**config.mk**
```make
export PLATFORM = sky130hd
export DESIGN_NAME = motion_object_scheduler_flat
export DESIGN_NICKNAME = d
export VERILOG_FILES = /design/src/rtl/mob_pkg.sv /design/src/rtl/motion_object_scheduler_if.sv /design/src/rtl/mob_hit_fifo.sv /design/src/rtl/motion_object_scheduler.sv /design/src/flat_wrapper.sv
export SDC_FILE = /design/constraint.sdc
export NUM_CORES = 1
export LEC_CHECK = 0
export ABC_CLOCK_PERIOD_IN_PS = 2800
export CAP_MARGIN = 20
export CORE_MARGIN = 10
export CORE_UTILIZATION = 40
export CTS_CLUSTER_DIAMETER = 120
export DETAILED_ROUTE_END_ITERATION = 10
export PLACE_DENSITY = 0.66
export SLEW_MARGIN = 20
export SYNTH_ARGS = -nofsm -noshare
export SYNTH_HDL_FRONTEND = slang
export SYNTH_SLANG_ARGS = --single-unit
export TNS_END_PERCENT = 30
```
**constraint.sdc**
```tcl
create_clock -name CLK -period 2.8 [get_ports CLK]
set_input_delay 0.56 -clock CLK [delete_from_list [all_inputs] [get_ports CLK]]
set_output_delay 0.56 -clock CLK [all_outputs]
set_load 0.05 [all_outputs]
```
**src/rtl/mob_pkg.sv**
```systemverilog
// mob_pkg
// Shared definitions for the motion object scheduler:
//   - byte offsets of the fields inside a 4-byte object record
//   - scan FSM state encoding
//   - hit-queue entry layout {pic, row, x, flip}
package mob_pkg;

  // Byte offsets within an object record
  localparam logic [1:0] BYTE_PIC = 2'd0;
  localparam logic [1:0] BYTE_Y   = 2'd1;
  localparam logic [1:0] BYTE_X   = 2'd2;
  localparam logic [1:0] BYTE_ATR = 2'd3;

  typedef enum logic [2:0] {
    S_IDLE   = 3'd0,
    S_RD_Y   = 3'd1,
    S_CMP    = 3'd2,
    S_RD_PIC = 3'd3,
    S_RD_X   = 3'd4,
    S_RD_ATR = 3'd5,
    S_PUSH   = 3'd6,
    S_DONE   = 3'd7
  } mob_state_e;

  typedef struct packed {
    logic [7:0] pic;
    logic [3:0] row;
    logic [7:0] x;
    logic       flip;
  } mob_hit_t;

endpackage

```
**src/rtl/motion_object_scheduler_if.sv**
```systemverilog
// motion_object_scheduler_if
// Hit-queue handshake between the scheduler (master) and the line
// renderer that consumes hits (slave).
//   HIT_VALID  master->slave  head entry present
//   HIT_READY  slave->master  consumer accepts head entry this cycle
//   HIT_PIC/HIT_ROW/HIT_X/HIT_FLIP  master->slave  head entry fields
interface motion_object_scheduler_if;
  logic       HIT_VALID;
  logic       HIT_READY;
  logic [7:0] HIT_PIC;
  logic [3:0] HIT_ROW;
  logic [7:0] HIT_X;
  logic       HIT_FLIP;

  modport master (
    output HIT_VALID, HIT_PIC, HIT_ROW, HIT_X, HIT_FLIP,
    input  HIT_READY
  );

  modport slave (
    input  HIT_VALID, HIT_PIC, HIT_ROW, HIT_X, HIT_FLIP,
    output HIT_READY
  );
endinterface

```
**src/rtl/mob_hit_fifo.sv**
```systemverilog
// mob_hit_fifo
// Small synchronous FIFO holding hit entries.
//   clk, rst   clock, asynchronous active-high reset
//   push, din  write request and entry (ignored when full unless popping)
//   pop        read request (ignored when empty)
//   flush      empties the queue; overrides push and pop
//   dout       head entry, zero when empty
//   full, empty  status
module mob_hit_fifo
  import mob_pkg::*;
#(
  parameter int FIFO_DEPTH = 4
) (
  input  logic     clk,
  input  logic     rst,
  input  logic     push,
  input  logic     pop,
  input  logic     flush,
  input  mob_hit_t din,
  output mob_hit_t dout,
  output logic     full,
  output logic     empty
);

  localparam int AW = (FIFO_DEPTH > 1) ? $clog2(FIFO_DEPTH) : 1;
  localparam int CW = $clog2(FIFO_DEPTH + 1);

  mob_hit_t        mem_r [FIFO_DEPTH];
  logic [AW-1:0]   wr_ptr_r;
  logic [AW-1:0]   rd_ptr_r;
  logic [CW-1:0]   count_r;
  logic            push_ok_s;
  logic            pop_ok_s;

  // Pointer wrap that also works for non-power-of-two depths
  function automatic logic [AW-1:0] ptr_inc(input logic [AW-1:0] p);
    if (p == AW'(FIFO_DEPTH - 1)) begin
      return '0;
    end else begin
      return p + AW'(1);
    end
  endfunction

  assign empty     = (count_r == CW'(0));
  assign full      = (count_r == CW'(FIFO_DEPTH));
  assign pop_ok_s  = pop & ~empty;
  // A full queue still accepts a write when the head leaves in the same cycle
  assign push_ok_s = push & (~full | pop_ok_s);
  assign dout      = empty ? '0 : mem_r[rd_ptr_r];

  // Entry storage; contents are only observable while counted as valid
  always_ff @(posedge clk) begin
    if (push_ok_s && !flush) begin
      mem_r[wr_ptr_r] <= din;
    end
  end

  // Pointers and occupancy
  always_ff @(posedge clk or posedge rst) begin
    if (rst) begin
      wr_ptr_r <= '0;
      rd_ptr_r <= '0;
      count_r  <= '0;
    end else if (flush) begin
      wr_ptr_r <= '0;
      rd_ptr_r <= '0;
      count_r  <= '0;
    end else begin
      if (push_ok_s) begin
        wr_ptr_r <= ptr_inc(wr_ptr_r);
      end
      if (pop_ok_s) begin
        rd_ptr_r <= ptr_inc(rd_ptr_r);
      end
      if (push_ok_s && !pop_ok_s) begin
        count_r <= count_r + CW'(1);
      end else if (!push_ok_s && pop_ok_s) begin
        count_r <= count_r - CW'(1);
      end
    end
  end

endmodule

```
**src/rtl/motion_object_scheduler.sv**
```systemverilog
// motion_object_scheduler
// Per-line object scan: walks the object RAM, compares each object's Y
// against the line being prepared and queues {pic,row,x,flip} for hits.
//   CLK, RESET      clock, asynchronous active-high reset
//   HSTART, VLINE   line start pulse and line number (sampled on HSTART)
//   MOB_A, MOB_RD   object RAM byte address {index,byte} and read strobe
//   MOB_D           object RAM data, valid the cycle after MOB_RD
//   hit             hit-queue handshake (master side)
//   BUSY            scan in progress
//   LATE            pulse: HSTART arrived while a scan was still running
module motion_object_scheduler
  import mob_pkg::*;
#(
  parameter int NUM_OBJ    = 32,
  parameter int OBJ_HEIGHT = 16,
  parameter int FIFO_DEPTH = 4,
  parameter int MAX_HITS   = 8
) (
  input  logic                      CLK,
  input  logic                      RESET,
  input  logic                      HSTART,
  input  logic [7:0]                VLINE,
  output logic [6:0]                MOB_A,
  output logic                      MOB_RD,
  input  logic [7:0]                MOB_D,
  motion_object_scheduler_if.master hit,
  output logic                      BUSY,
  output logic                      LATE
);

  localparam int HW = $clog2(MAX_HITS + 1);

  mob_state_e    state_r, state_nx;
  logic          phase_r, phase_nx;     // 0: address cycle, 1: capture cycle
  logic [4:0]    idx_r, idx_nx;
  logic [HW-1:0] hits_r, hits_nx;
  logic [7:0]    vline_r, vline_nx;
  logic [3:0]    row_r, row_nx;
  logic [7:0]    pic_r, pic_nx;
  logic [7:0]    x_r, x_nx;
  logic          flip_r, flip_nx;
  logic          mob_rd_r, mob_rd_nx;
  logic [6:0]    mob_a_r, mob_a_nx;
  logic          busy_r;
  logic          late_r;

  logic [7:0]    row_s;
  logic          is_hit_s;
  logic          last_obj_s;
  logic          push_s;
  logic          pop_s;
  logic          flush_s;
  logic          full_s;
  logic          empty_s;
  mob_hit_t      entry_s;
  mob_hit_t      head_s;

  // Modulo-256 distance from the object's top line; wraps objects near Y=255
  assign row_s      = vline_r - MOB_D;
  assign is_hit_s   = ({1'b0, row_s} < 9'(OBJ_HEIGHT));
  assign last_obj_s = (idx_r == 5'(NUM_OBJ - 1));

  assign pop_s   = ~empty_s & hit.HIT_READY & ~HSTART;
  assign flush_s = HSTART & (state_r != S_IDLE);
  assign entry_s = '{pic: pic_r, row: row_r, x: x_r, flip: flip_r};

  mob_hit_fifo #(
    .FIFO_DEPTH (FIFO_DEPTH)
  ) u_fifo (
    .clk   (CLK),
    .rst   (RESET),
    .push  (push_s),
    .pop   (pop_s),
    .flush (flush_s),
    .din   (entry_s),
    .dout  (head_s),
    .full  (full_s),
    .empty (empty_s)
  );

  assign hit.HIT_VALID = ~empty_s;
  assign hit.HIT_PIC   = head_s.pic;
  assign hit.HIT_ROW   = head_s.row;
  assign hit.HIT_X     = head_s.x;
  assign hit.HIT_FLIP  = head_s.flip;

  assign MOB_A  = mob_a_r;
  assign MOB_RD = mob_rd_r;
  assign BUSY   = busy_r;
  assign LATE   = late_r;

  // Scan FSM next state and capture-register updates
  always_comb begin
    state_nx = state_r;
    phase_nx = phase_r;
    idx_nx   = idx_r;
    hits_nx  = hits_r;
    vline_nx = vline_r;
    row_nx   = row_r;
    pic_nx   = pic_r;
    x_nx     = x_r;
    flip_nx  = flip_r;
    push_s   = 1'b0;
    if (HSTART) begin
      // New line always wins, even over a pending push or pop
      vline_nx = VLINE;
      idx_nx   = 5'd0;
      hits_nx  = '0;
      phase_nx = 1'b0;
      state_nx = S_RD_Y;
    end else begin
      case (state_r)
        S_IDLE: begin
          state_nx = S_IDLE;
        end
        S_RD_Y: begin
          state_nx = S_CMP;
        end
        S_CMP: begin
          if (is_hit_s) begin
            row_nx   = row_s[3:0];
            phase_nx = 1'b0;
            state_nx = S_RD_PIC;
          end else if (last_obj_s) begin
            state_nx = S_DONE;
          end else begin
            idx_nx   = idx_r + 5'd1;
            state_nx = S_RD_Y;
          end
        end
        S_RD_PIC: begin
          if (!phase_r) begin
            phase_nx = 1'b1;
          end else begin
            pic_nx   = MOB_D;
            phase_nx = 1'b0;
            state_nx = S_RD_X;
          end
        end
        S_RD_X: begin
          if (!phase_r) begin
            phase_nx = 1'b1;
          end else begin
            x_nx     = MOB_D;
            phase_nx = 1'b0;
            state_nx = S_RD_ATR;
          end
        end
        S_RD_ATR: begin
          if (!phase_r) begin
            phase_nx = 1'b1;
          end else begin
            flip_nx  = MOB_D[7];
            phase_nx = 1'b0;
            state_nx = S_PUSH;
          end
        end
        S_PUSH: begin
          if (!full_s || pop_s) begin
            push_s  = 1'b1;
            hits_nx = hits_r + HW'(1);
            if ((hits_r + HW'(1)) == HW'(MAX_HITS)) begin
              state_nx = S_DONE;
            end else if (last_obj_s) begin
              state_nx = S_DONE;
            end else begin
              idx_nx   = idx_r + 5'd1;
              state_nx = S_RD_Y;
            end
          end else begin
            state_nx = S_PUSH;
          end
        end
        S_DONE: begin
          state_nx = S_IDLE;
        end
        default: begin
          state_nx = S_IDLE;
        end
      endcase
    end
  end

  // RAM strobe/address for the state being entered, so both come from flops
  always_comb begin
    mob_rd_nx = 1'b0;
    mob_a_nx  = 7'd0;
    case (state_nx)
      S_RD_Y: begin
        mob_rd_nx = 1'b1;
        mob_a_nx  = {idx_nx, BYTE_Y};
      end
      S_RD_PIC: begin
        if (!phase_nx) begin
          mob_rd_nx = 1'b1;
          mob_a_nx  = {idx_nx, BYTE_PIC};
        end else begin
          mob_rd_nx = 1'b0;
          mob_a_nx  = 7'd0;
        end
      end
      S_RD_X: begin
        if (!phase_nx) begin
          mob_rd_nx = 1'b1;
          mob_a_nx  = {idx_nx, BYTE_X};
        end else begin
          mob_rd_nx = 1'b0;
          mob_a_nx  = 7'd0;
        end
      end
      S_RD_ATR: begin
        if (!phase_nx) begin
          mob_rd_nx = 1'b1;
          mob_a_nx  = {idx_nx, BYTE_ATR};
        end else begin
          mob_rd_nx = 1'b0;
          mob_a_nx  = 7'd0;
        end
      end
      default: begin
        mob_rd_nx = 1'b0;
        mob_a_nx  = 7'd0;
      end
    endcase
  end

  // State, capture registers and registered outputs
  always_ff @(posedge CLK or posedge RESET) begin
    if (RESET) begin
      state_r  <= S_IDLE;
      phase_r  <= 1'b0;
      idx_r    <= 5'd0;
      hits_r   <= '0;
      vline_r  <= 8'd0;
      row_r    <= 4'd0;
      pic_r    <= 8'd0;
      x_r      <= 8'd0;
      flip_r   <= 1'b0;
      mob_rd_r <= 1'b0;
      mob_a_r  <= 7'd0;
      busy_r   <= 1'b0;
      late_r   <= 1'b0;
    end else begin
      state_r  <= state_nx;
      phase_r  <= phase_nx;
      idx_r    <= idx_nx;
      hits_r   <= hits_nx;
      vline_r  <= vline_nx;
      row_r    <= row_nx;
      pic_r    <= pic_nx;
      x_r      <= x_nx;
      flip_r   <= flip_nx;
      mob_rd_r <= mob_rd_nx;
      mob_a_r  <= mob_a_nx;
      busy_r   <= (state_nx != S_IDLE);
      late_r   <= HSTART & (state_r != S_IDLE);
    end
  end

endmodule

```
**src/flat_wrapper.sv**
```systemverilog
// flat-port wrapper written by rule: the top's interface ports become plain ports
module motion_object_scheduler_flat import mob_pkg::*;
#(
  parameter int NUM_OBJ    = 32,
  parameter int OBJ_HEIGHT = 16,
  parameter int FIFO_DEPTH = 4,
  parameter int MAX_HITS   = 8
)
  (CLK, RESET, HSTART, VLINE, MOB_A, MOB_RD, MOB_D, BUSY, LATE, hit_HIT_VALID, hit_HIT_PIC, hit_HIT_ROW, hit_HIT_X, hit_HIT_FLIP, hit_HIT_READY);
  motion_object_scheduler_if hit_i ();
  input  logic CLK;
  input  logic RESET;
  input  logic HSTART;
  input  logic [7:0] VLINE;
  output logic [6:0] MOB_A;
  output logic MOB_RD;
  input  logic [7:0] MOB_D;
  output logic BUSY;
  output logic LATE;
  output wire logic [$bits(hit_i.HIT_VALID)-1:0] hit_HIT_VALID;
  output wire logic [$bits(hit_i.HIT_PIC)-1:0] hit_HIT_PIC;
  output wire logic [$bits(hit_i.HIT_ROW)-1:0] hit_HIT_ROW;
  output wire logic [$bits(hit_i.HIT_X)-1:0] hit_HIT_X;
  output wire logic [$bits(hit_i.HIT_FLIP)-1:0] hit_HIT_FLIP;
  input wire logic [$bits(hit_i.HIT_READY)-1:0] hit_HIT_READY;
  assign hit_HIT_VALID = hit_i.HIT_VALID;
  assign hit_HIT_PIC = hit_i.HIT_PIC;
  assign hit_HIT_ROW = hit_i.HIT_ROW;
  assign hit_HIT_X = hit_i.HIT_X;
  assign hit_HIT_FLIP = hit_i.HIT_FLIP;
  assign hit_i.HIT_READY = hit_HIT_READY;
  motion_object_scheduler #(.NUM_OBJ(NUM_OBJ), .OBJ_HEIGHT(OBJ_HEIGHT), .FIFO_DEPTH(FIFO_DEPTH), .MAX_HITS(MAX_HITS)) u_core (.CLK(CLK), .RESET(RESET), .HSTART(HSTART), .VLINE(VLINE), .MOB_A(MOB_A), .MOB_RD(MOB_RD), .MOB_D(MOB_D), .hit(hit_i), .BUSY(BUSY), .LATE(LATE));
endmodule
```
# ---- Word level (Yosys, flattened, before mapping)
# Memories as Yosys holds them, arrays and structs flattened.
# Index checks and enable logic that the tools add are counted.
dict set report word_totals {
  register_bits 59
  latchBits 0
  mem_bits_rw 84
  romBits 0
  input_bits 20
  output_inout_bits 32
  wordCells 118
  memories 1
}
dict set report op_classes {
  addsub 7
  multipliers 0
  div 0
  magnitude_cmp 1
  eq_ne 16
  n_shift 0
  n_mux 43
  bitwise 9
  n_reduce_logical 25
}
# memory depth word_bits rd rd_clocked_by_memory_dff wr line_no
set mem_list {}
lappend mem_list {u_core.u_fifo.mem_r 4 21 1 0 1 mob_hit_fifo.sv:28} ;# mob_hit_t mem_r [FIFO_DEPTH];
# cell n
set op_table {}
lappend op_table {{2-to-1 mux 3 bit} 11}
lappend op_table {{case mux 7 bit (4 select lines)} 1}
lappend op_table {{2-to-1 mux 5 bit} 5}
lappend op_table {{equality test 3 bit (second input constant)} 7}
lappend op_table {{2-to-1 mux 21 bit} 1}
lappend op_table {{2-to-1 mux 7 bit} 3}
lappend op_table {{case mux 3 bit (7 select lines)} 1}
lappend op_table {{2-to-1 mux 2 bit} 6}
lappend op_table {{2-to-1 mux 4 bit} 3}
lappend op_table {{AND reduction 3 bit} 4}
lappend op_table {{case mux 5 bit (2 select lines)} 1}
lappend op_table {{equality test 3 x 2 -> 1 bit (second input constant)} 3}
lappend op_table {{2-to-1 mux 1 bit} 9}
lappend op_table {{nonzero test 3 bit} 3}
lappend op_table {{less-than comparator 8 x 5 -> 1 bit (second input constant)} 1}
lappend op_table {{nonzero test 2 bit} 4}
lappend op_table {{subtractor 8 bit} 1}
lappend op_table {{equality test 3 x 1 -> 1 bit (second input constant)} 2}
lappend op_table {{logical NOT 3 bit} 2}
lappend op_table {{OR reduction 3 bit} 2}
lappend op_table {{adder 5 x 1 -> 5 bit (second input constant)} 1}
lappend op_table {{bitwise AND 1 bit} 5}
lappend op_table {{equality test 5 bit (second input constant)} 1}
lappend op_table {{adder 2 x 1 -> 2 bit (second input constant)} 2}
lappend op_table {{13 further kinds} 22}

# ---- Depth between registers and ports, before layout
# Gate-level depths: netlist of the first run.
dict set report depth {
  ltp_word 14
  ltp_mapped 12
  depth_no_buf 12
}

# ---- Cells and area by module
# From an unflattened synthesis of the first run, not the netlist that was laid out.
dict set report hier_totals {
  hier_cells 413
  area_unflattened_um2 6311.1
}
# mod n_inst cells_per_inst area_each_um2 seq_area_each_um2
set by_module_without_submodules {}
lappend by_module_without_submodules {mob_hit_fifo 1 195 3757.4 2697.6}
lappend by_module_without_submodules {motion_object_scheduler 1 218 2553.7 1301.2}

# ---- Worst setup path before layout of the first run
# No wires, ideal clock.
dict set report synth_timing {
  path_type {in2reg}
  start {input MOB_D[0]}
  end {register u_core.mob_a_r[2], in the netlist u_core.MOB_A[2]}
  setup_time_ns 0.142
  t_arrival_ns 2.752
  required_ns 2.658
  slack_ns -0.094
  stages 11
  path_buffers 0
  cell_sequence {ha_1 -> inv_1 -> fa_1 -> a21o_1 -> a21oi_1 -> nor3b_1 -> o31a_1 -> a211oi_2 -> o31a_4 -> o311ai_4 -> a211oi_1}
}
dict set report synth_between {
  elab_chain_cells 7
  word_cells_on_any_way 19
  cone_classes {1 x add/sub; 1 x order compare; 4 x eq/ne; 13 x mux}
}
# item line_no
set synth_lines {}
lappend synth_lines {{start, declared} flat_wrapper.sv:17} ;# input logic [7:0] MOB_D;
lappend synth_lines {{subtractor 8 bit *} motion_object_scheduler.sv:59} ;# assign row_s = vline_r - MOB_D;
lappend synth_lines {{less-than comparator 8 x 5 -> 1 bit *} motion_object_scheduler.sv:60} ;# assign is_hit_s = ({1'b0, row_s} < 9'(OBJ_HEIGHT));
lappend synth_lines {{2-to-1 mux 3 bit (tied with other cells)} motion_object_scheduler.sv:120} ;# if (is_hit_s) begin
lappend synth_lines {{case mux 3 bit (7 select lines) (tied with other cells)} motion_object_scheduler.sv:112} ;# case (state_r)
lappend synth_lines {{2-to-1 mux 3 bit (tied with other cells)} motion_object_scheduler.sv:104} ;# if (HSTART) begin
lappend synth_lines {{equality test 3 bit (tied with other cells)} motion_object_scheduler.sv:188} ;# case (state_nx)
lappend synth_lines {{case mux 7 bit (4 select lines) *} motion_object_scheduler.sv:188}
lappend synth_lines {{net u_core.mob_a_nx[2]} motion_object_scheduler.sv:43} ;# logic [6:0] mob_a_r, mob_a_nx;
lappend synth_lines {{end signal, assigned} motion_object_scheduler.sv:254} ;# mob_a_r <= mob_a_nx;
lappend synth_lines {{end, declared} motion_object_scheduler.sv:43}
# Mark *: on every way through the listed nets, which the timed path passes. The rest lies on a longest branch.
# A chain may end at the register's enable or synchronous reset.

# ---- Worst setup path in the final report of the first run
dict set report layout_timing {
  start {register u_core.vline_r[0]}
  end {register u_core.busy_r, in the netlist u_core.BUSY}
}
dict set report layout_between {
  elab_chain_cells 6
}
# item line_no
set layout_lines {}
lappend layout_lines {{start, declared} motion_object_scheduler.sv:37} ;# logic [7:0] vline_r, vline_nx;
lappend layout_lines {{start signal, assigned} motion_object_scheduler.sv:248} ;# vline_r <= vline_nx;
lappend layout_lines {{subtractor 8 bit} motion_object_scheduler.sv:59}
lappend layout_lines {{less-than comparator 8 x 5 -> 1 bit} motion_object_scheduler.sv:60}
lappend layout_lines {{2-to-1 mux 3 bit} motion_object_scheduler.sv:120}
lappend layout_lines {{case mux 3 bit (7 select lines)} motion_object_scheduler.sv:112}
lappend layout_lines {{2-to-1 mux 3 bit} motion_object_scheduler.sv:104}
lappend layout_lines {{net u_core.state_nx[1]} motion_object_scheduler.sv:33} ;# mob_state_e state_r, state_nx;
lappend layout_lines {{nonzero test 3 bit} motion_object_scheduler.sv:255} ;# busy_r <= (state_nx != S_IDLE);
lappend layout_lines {{end signal, assigned} motion_object_scheduler.sv:255}
lappend layout_lines {{end, declared} motion_object_scheduler.sv:44} ;# logic busy_r;
# The timed path passes the listed nets, and every way through them passes these cells.

==> results.toml, run 1 <==
[outcome]
status = "finished with violations"
violations = "setup timing"

[detailed_routing]
wl_microns = 12900
routedWlPerCell_microns = 17.4
num_vias = 3724
drt_drc_violations_left = 0
drt-vias-per-instance = 5.02
first_pass_iters = 5
antenna_left = 0
drtIter0Drc = 277

[critical_path]
critPathMaxFanout = 5
path_cells = "inv_2, ha_4, inv_2, fa_2, a21o_1, a21oi_2, buf_4, nand3_2, o2111a_2, a211oi_2, o31a_4, nor2_4, or4_4"
endpoint_kind = "flip-flop"
path_delay_family = "compound AO/OA/AOI/OAI gates"
critPathRequiredTime_ns = 3.09
crit_path_start_kind = "flip-flop"
crit_slowest_cell = "or4_4"
path_common_cell = "inv_2"
critPathKind = "reg2reg"
arrival_ns = 3.10
cp_num_buf_inv = 3
slowest_delay_ns = 0.50

[floorplan]
core_area_sq_um = 15300
ioPinCount = 52
die-area_sq_um = 21200
die_x_microns = 146
row_count = 45
floorplan.initialDensity_pct = 41.2
die_y_microns = 146

[final_layout]
num_antenna_cells = 0
drive_gt1_share_pct = 33.0
fin_area_sq_um = 8060
fillers = 1288
fin_nets = 555
area_growth_pct = 27.7
utilization_pct = 52.6

[yosys]
synth_nets = 460
yosysTopAreaCell = "edfxtp_1"
synthTopCellsByCount = "edfxtp_1, dfrtp_1, mux2_2, nor2_1, nor2b_1"
yosysSeqAreaShare_pct = 63.4
synth_top_area_share_pct = 40.0
synth_top_family_by_area = "multiplexers"
synth_fa_ha_area_share_pct = 3.61
synth_cell_types = 54
syn_area_sq_um = 6310
synth_flop_cell = "edfxtp_1"
synth_edf_count = 84
yosysMostFrequentCell = "edfxtp_1"
synth-xor-area-share_pct = 1.53
yosys.area_share.simple_pct = 9.93
muxShareOfSynthArea_pct = 12.9
syn_avg_cell_area_sq_um = 14.9
yosys-top-cells-area = "edfxtp_1, dfrtp_1, mux4_2"
yosysWarnings = 0
async_flop_share_pct = 41.3
synth-compound-area-share_pct = 6.29
postSynthCellCount = 423
synth-seq-cells = 143

[sta]
final.setup.tns_ns = -0.0120
setup_viol = 1
min_period_ns = 2.81
timing.final.ws_setup_ns = -0.0120
report.final.slew_viol_count = 0
rsz0062_at_grt = "true"
slew_headroom_pct = 65.6
worst_slew_pin_slew_ns = 0.514
post-route-period-util_pct = 100
fin_worst_skew_ns = 0.00591
hold_viol = 0
fmax_ghz = 0.356

[clocking]
cts_tree = "built"
cts_hold_buf = 0
clk_latency_ns = 0.42
clk_path_buf_depth = 2
cts_made_buffers = 17
cts.sinks = 143
root_buffer = "clkbuf_16"
clk_pin_slew_ns = 0.06
cts_max_level = 4

[pwr]
ir_worst_vdd_mv = 0.528
combinationalPowerShare_pct = 28.4
power.leakage_nw = 3.18
power_mw = 6.55
seqPwrFrac_pct = 39.0
pwr_density_cell_nw_per_um2 = 813
switching_share_pct = 32.7
switchingPower_mw = 2.14
internal_power_mw = 4.41
clkPwrFrac_pct = 32.6

[flow_run]
cap_violations = 0

[placed_design]
io_buffers = 51
place_congestion = 0.803
post-dp-hpwl_microns = 8660
dpl_cell_area_sq_um = 7350

[worst_hold_path]
min_path_type = "reg2reg"

[global_route]
grt_start_max_net_pins = 60
grt_pass1_vias = 3961
grt_usage_pct = 12.6
grt-ovfl-total = 0
antenna_found_initial = 0
grt_pass1_wl_microns = 21100
-- path summary, 6_finish.rpt --
kind | from | end | slack [ns] | cells after the start
worst min-delay path | u_core.x_r[4] | u_core.u_fifo.mem_r[1][5] | 0.51 | 0
max in group asynchronous | RESET | u_core.vline_r[4] | 2.01 | 3
worst max-delay path | u_core.vline_r[0] | u_core.BUSY | -0.01 | 13
min in group asynchronous | RESET | u_core.u_fifo.wr_ptr_r[1] | 0.52 | 3
worst min register to register | u_core.x_r[4] | u_core.u_fifo.mem_r[1][5] | 0.51 | 0
worst max register to register | u_core.vline_r[0] | u_core.BUSY | -0.01 | 13
-- cells by family (layout without fill, tap and decap cells) --
logic type	count (synthesis)	count (layout)
AOI/OAI and AO/OA	52	52
DFF	143	143
xor gates and xnor gates	11	11
adders and majority gates	17	17
buffers and inverters	37	145
muxes	52	52
and+or+nand+nor	111	111
-- stage by stage --
| stage | hold slack [ns] | cells | setup WS (ns) |
|---|---|---|---|
| 2_1_floorplan | 0.471 | 423 | 0.0194 |
| 3_3_place_gp | 0.487 | 704 | -0.621 |
| 3_5_place_dp | 0.503 | 704 | -0.769 |
| 4_1_cts | 0.515 | 741 | -0.0398 |
| 5_1_grt | 0.532 | 742 | -0.124 |
| 6_report | 0.511 | 742 | -0.0120 |
-- registers in the layout, indices dropped and copies added, names as in the netlist --
name / count
u_core.state_r: 3
u_core.u_fifo.wr_ptr_r: 2
u_core.flip_r: 1
u_core.u_fifo.count_r: 3
u_core.MOB_RD: 1
u_core.hits_r: 4
u_core.phase_r: 1
u_core.x_r: 8
u_core.pic_r: 8
u_core.u_fifo.mem_r: 84
u_core.row_r: 4
u_core.LATE: 1
u_core.MOB_A: 7
u_core.idx_r: 5
u_core.vline_r: 8
u_core.u_fifo.rd_ptr_r: 2
u_core.BUSY: 1
-- layout make-up --
| cell class | instances | area, sq um | share of cell area [%] |
|---|---|---|---|
| clock buffer | 21 | 460 | 5.71 |
| timing repair buffer | 94 | 866 | 10.7 |
| sequential | 143 | 4000 | 49.6 |
| clock inverter | 11 | 106 | 1.32 |
| inverter | 19 | 71.3 | 0.885 |
| tap | 211 | 264 | 3.28 |
| multi-input combinational | 243 | 2290 | 28.4 |
-- power groups by stage --
stage / Clock (mW) / Sequential [mW] / Combinational (mW)
detailed placement: 0 / 2.59 / 1.86
finish: 2.13 / 2.55 / 1.86
global placement: 0 / 2.58 / 1.84
CTS: 2.17 / 2.55 / 1.89
floorplan: 0 / 2.55 / 1.29
global route: 2.28 / 2.58 / 2.01
-- layer usage --
layer | up-vias | GRT usage, % | share of wire [%]
met5 | - | 0 | 0
met4 | 0 | 3.64 | 1.0
met3 | 11 | 4.56 | 4.2
met2 | 78 | 21.0 | 50
met1 | 1858 | 15.0 | 45
li1 | 1777 | - | -
-- cell usage in the layout (no fill, tap or decap), types with 3 or more instances in the layout --
cell type / n
nor2b_1: 24
inv_2: 3
mux2_2: 25
nor3_1: 3
nand3_1: 3
nand2_1: 19
inv_6: 3
xor2_1: 5
buf_12: 7
mux4_2: 21
mux2i_1: 5
o211ai_1: 4
and3_1: 4
a31oi_1: 4
o21ai_0: 7
or3_1: 3
xnor2_1: 6
nand4_1: 3
and4_1: 3
a211oi_2: 7
a21oi_1: 9
clkbuf_16: 17
ha_1: 13
dlygate4sd2_1: 6
buf_4: 56
clkinvlp_4: 3
dfrtp_1: 59
inv_1: 16
clkdlybuf4s50_1: 23
edfxtp_1: 84
nor2_1: 25
nand2b_1: 5
and2_1: 5
-- what timing repair did --
item	4_1_cts	5_1_grt
setup buffers	5	1
endpoints found under the setup margin	14	11
pin swaps	8	5
gates resized for setup	22	7
No activity file was read; power rests on OpenSTA's default activity.
==> run 2, diff against run 1 <==
GPL_TIMING_DRIVEN = 0   (was unset)
==> run 2 against run 1 <==
Net effect: the flow still finishes with violations (setup timing); clock power about the same; final cell count down 1.8%; critical path depth unchanged; sequential power about the same; sequential share of layout area up 0.51 points; routed wire length down 3.2%; sequential cell count unchanged; register-to-register slack about the same; critical path type unchanged; largest cell class unchanged.
==> results.toml, run 2 (same netlist as run 1, synthesis figures left out) <==
[critical_path]
r2r_start = "u_core.vline_r[0]"
arrival_ns = 3.10
critPathRequiredTime_ns = 3.08
endpoint_kind = "flip-flop"
critPathKind = "reg2reg"
critPathMaxFanout = 5
timing.rr.end = "u_core.BUSY"
rrSetupSlack_ns = -0.02
crit_path_start_kind = "flip-flop"
reg2reg_depth = 13

[pwr]
ir_worst_vdd_mv = 0.489
power.leakage_nw = 3.11
internal_power_mw = 4.42
combinationalPowerShare_pct = 28.3
seqPwrFrac_pct = 39.1
power_mw = 6.52
switchingPower_mw = 2.11
switching_share_pct = 32.3
pwr_density_cell_nw_per_um2 = 817
clkPwrFrac_pct = 32.7

[placed_design]
dp_cells = 686
place_congestion = 0.753
post-dp-hpwl_microns = 8340
dp_slack_ns = -1.00
io_buffers = 50

[detailed_routing]
dr.max_layer_used = "met4"
routedWlPerCell_microns = 17.1
num_vias = 3663
drt-vias-per-instance = 5.02
wl_met3_microns = 849
drt_drc_violations_left = 0
drt-met1-wl_microns = 5410
first_pass_iters = 4
route.met2.wl_microns = 6130
drtIter0Drc = 197
antenna_left = 0
wl_microns = 12500

[clocking]
clk_latency_ns = 0.41
cts_made_buffers = 17
clk_pin_slew_ns = 0.06
cts_tree = "built"
root_buffer = "clkbuf_16"
clk_path_buf_depth = 2
cts_hold_buf = 0
cts.sinks = 143
cts_max_level = 4

[outcome]
violations = "setup timing"
status = "finished with violations"

[sta]
slew_headroom_pct = 55.5
rsz0062_at_grt = "true"
worst_slew_pin_slew_ns = 0.664
hold-worst-slack_ns = 0.365
fmax_ghz = 0.355
post-route-period-util_pct = 101
min_period_ns = 2.82
setup_viol = 5
report.final.slew_viol_count = 0
hold_viol = 0
timing.final.ws_setup_ns = -0.0163
fin_worst_skew_ns = 0.00847

[final_layout]
drive_gt1_share_pct = 30.1
largest_reg_flops = 84
layout_commonest_cell = "edfxtp_1"
area_growth_pct = 26.5
fin_nets = 542
layout_common_cells = "edfxtp_1, dfrtp_1, mux2_2, nor2_1, nor2b_1"
instances_no_fill = 729
num_antenna_cells = 0
largest-register = "u_core.u_fifo.mem_r"

[global_route]
grt_usage_pct = 12.2
grt_pass1_vias = 3856
antenna_found_initial = 0
grt_pass1_wl_microns = 20400
grt-ovfl-total = 0
grt_start_max_net_pins = 58

[worst_hold_path]
min_path_type = "in2async"

[floorplan]
floorplan.initialDensity_pct = 41.2
die_y_microns = 146
core_area_sq_um = 15300
die-area_sq_um = 21200
ioPinCount = 52
row_count = 45
die_x_microns = 146

[flow_run]
cap_violations = 0
==> run 2: cell count changes in the layout (fill, tap and decap cells not counted), moves of 5 or more <==
cell	delta
clkdlybuf4s15_2	+11
buf_12	-7
buf_6	+5
dlygate4sd2_1	+9
buf_4	-45
clkbuf_1	+7
==> run 2: power by group through the flow <==
stage / registers (mW) / logic, mW / clock network (mW)
5_1_grt: 2.57 / 1.99 / 2.28
4_1_cts: 2.55 / 1.85 / 2.18
3_5_place_dp: 2.56 / 1.86 / 0
6_report: 2.55 / 1.84 / 2.13
2_1_floorplan: 2.55 / 1.29 / 0
3_3_place_gp: 2.55 / 1.83 / 0
==> run 2: timing repair <==
action                                 4_1_cts  5_1_grt
setup buffers                                8        5
setup endpoints to repair                  129      104
endpoints found under the hold margin        0        0
gates cloned                                 0        0
pin swaps                                   10        7
resized for setup                           94       13
==> run 2: final cells by class <==
| type | instances | area [sq um] |
|---|---|---|
| buffer | 16 | 92.6 |
| clock buffer | 24 | 492 |
| clock inverter | 8 | 81.3 |
| fill | 1282 | 7330 |
| inverter | 19 | 73.8 |
| multi-input combinational | 243 | 2330 |
| sequential | 143 | 4000 |
| tap | 211 | 264 |
| timing repair buffer | 65 | 643 |
==> run 2: stage by stage <==
stage,setup TNS [ns],cell area [sq um],util (%)
after floorplan,0,6330,-
after global placement,-97.24,7100,46.3
after detailed placement,-70.52,7140,46.7
after CTS,-0.0490,7880,51.4
after global routing,-1.71,7980,52.1
final,-0.0370,7980,52.1
==> run 2: worst max-delay path by stage <==
stage	start	endpoint	slack (ns)	depth (start not counted)
CTS	u_core.vline_r[0]	u_core.BUSY	-0.02	13
detailed placement	MOB_D[5]	u_core.MOB_A[6]	-1.00	12
global placement	MOB_D[5]	u_core.MOB_A[6]	-1.0	12
global route	u_core.vline_r[0]	u_core.MOB_A[2]	-0.18	14
floorplan	MOB_D[0]	u_core.BUSY	0.02	11
finish	u_core.vline_r[0]	u_core.BUSY	-0.02	13
==> run 2: critical path, stage by stage (launching register included) <==
cell and delay [ns]:
dfrtp_1 0.37, inv_2 0.09, ha_4 0.14, inv_2 0.03, fa_2 0.33, a21o_1 0.18
a21oi_2 0.15, buf_4 0.13, nand3_2 0.06, o2111a_2 0.20, a211oi_4 0.28, o31a_4 0.20
nor2_2 0.05, or4_4 0.47
==> run 2: routing by layer <==
layer  GRT usage, %  up-vias
met5              0        -
met4           3.84        0
met3           4.59        7
met2           19.5      100
met1           14.9     1815
li1               -     1741
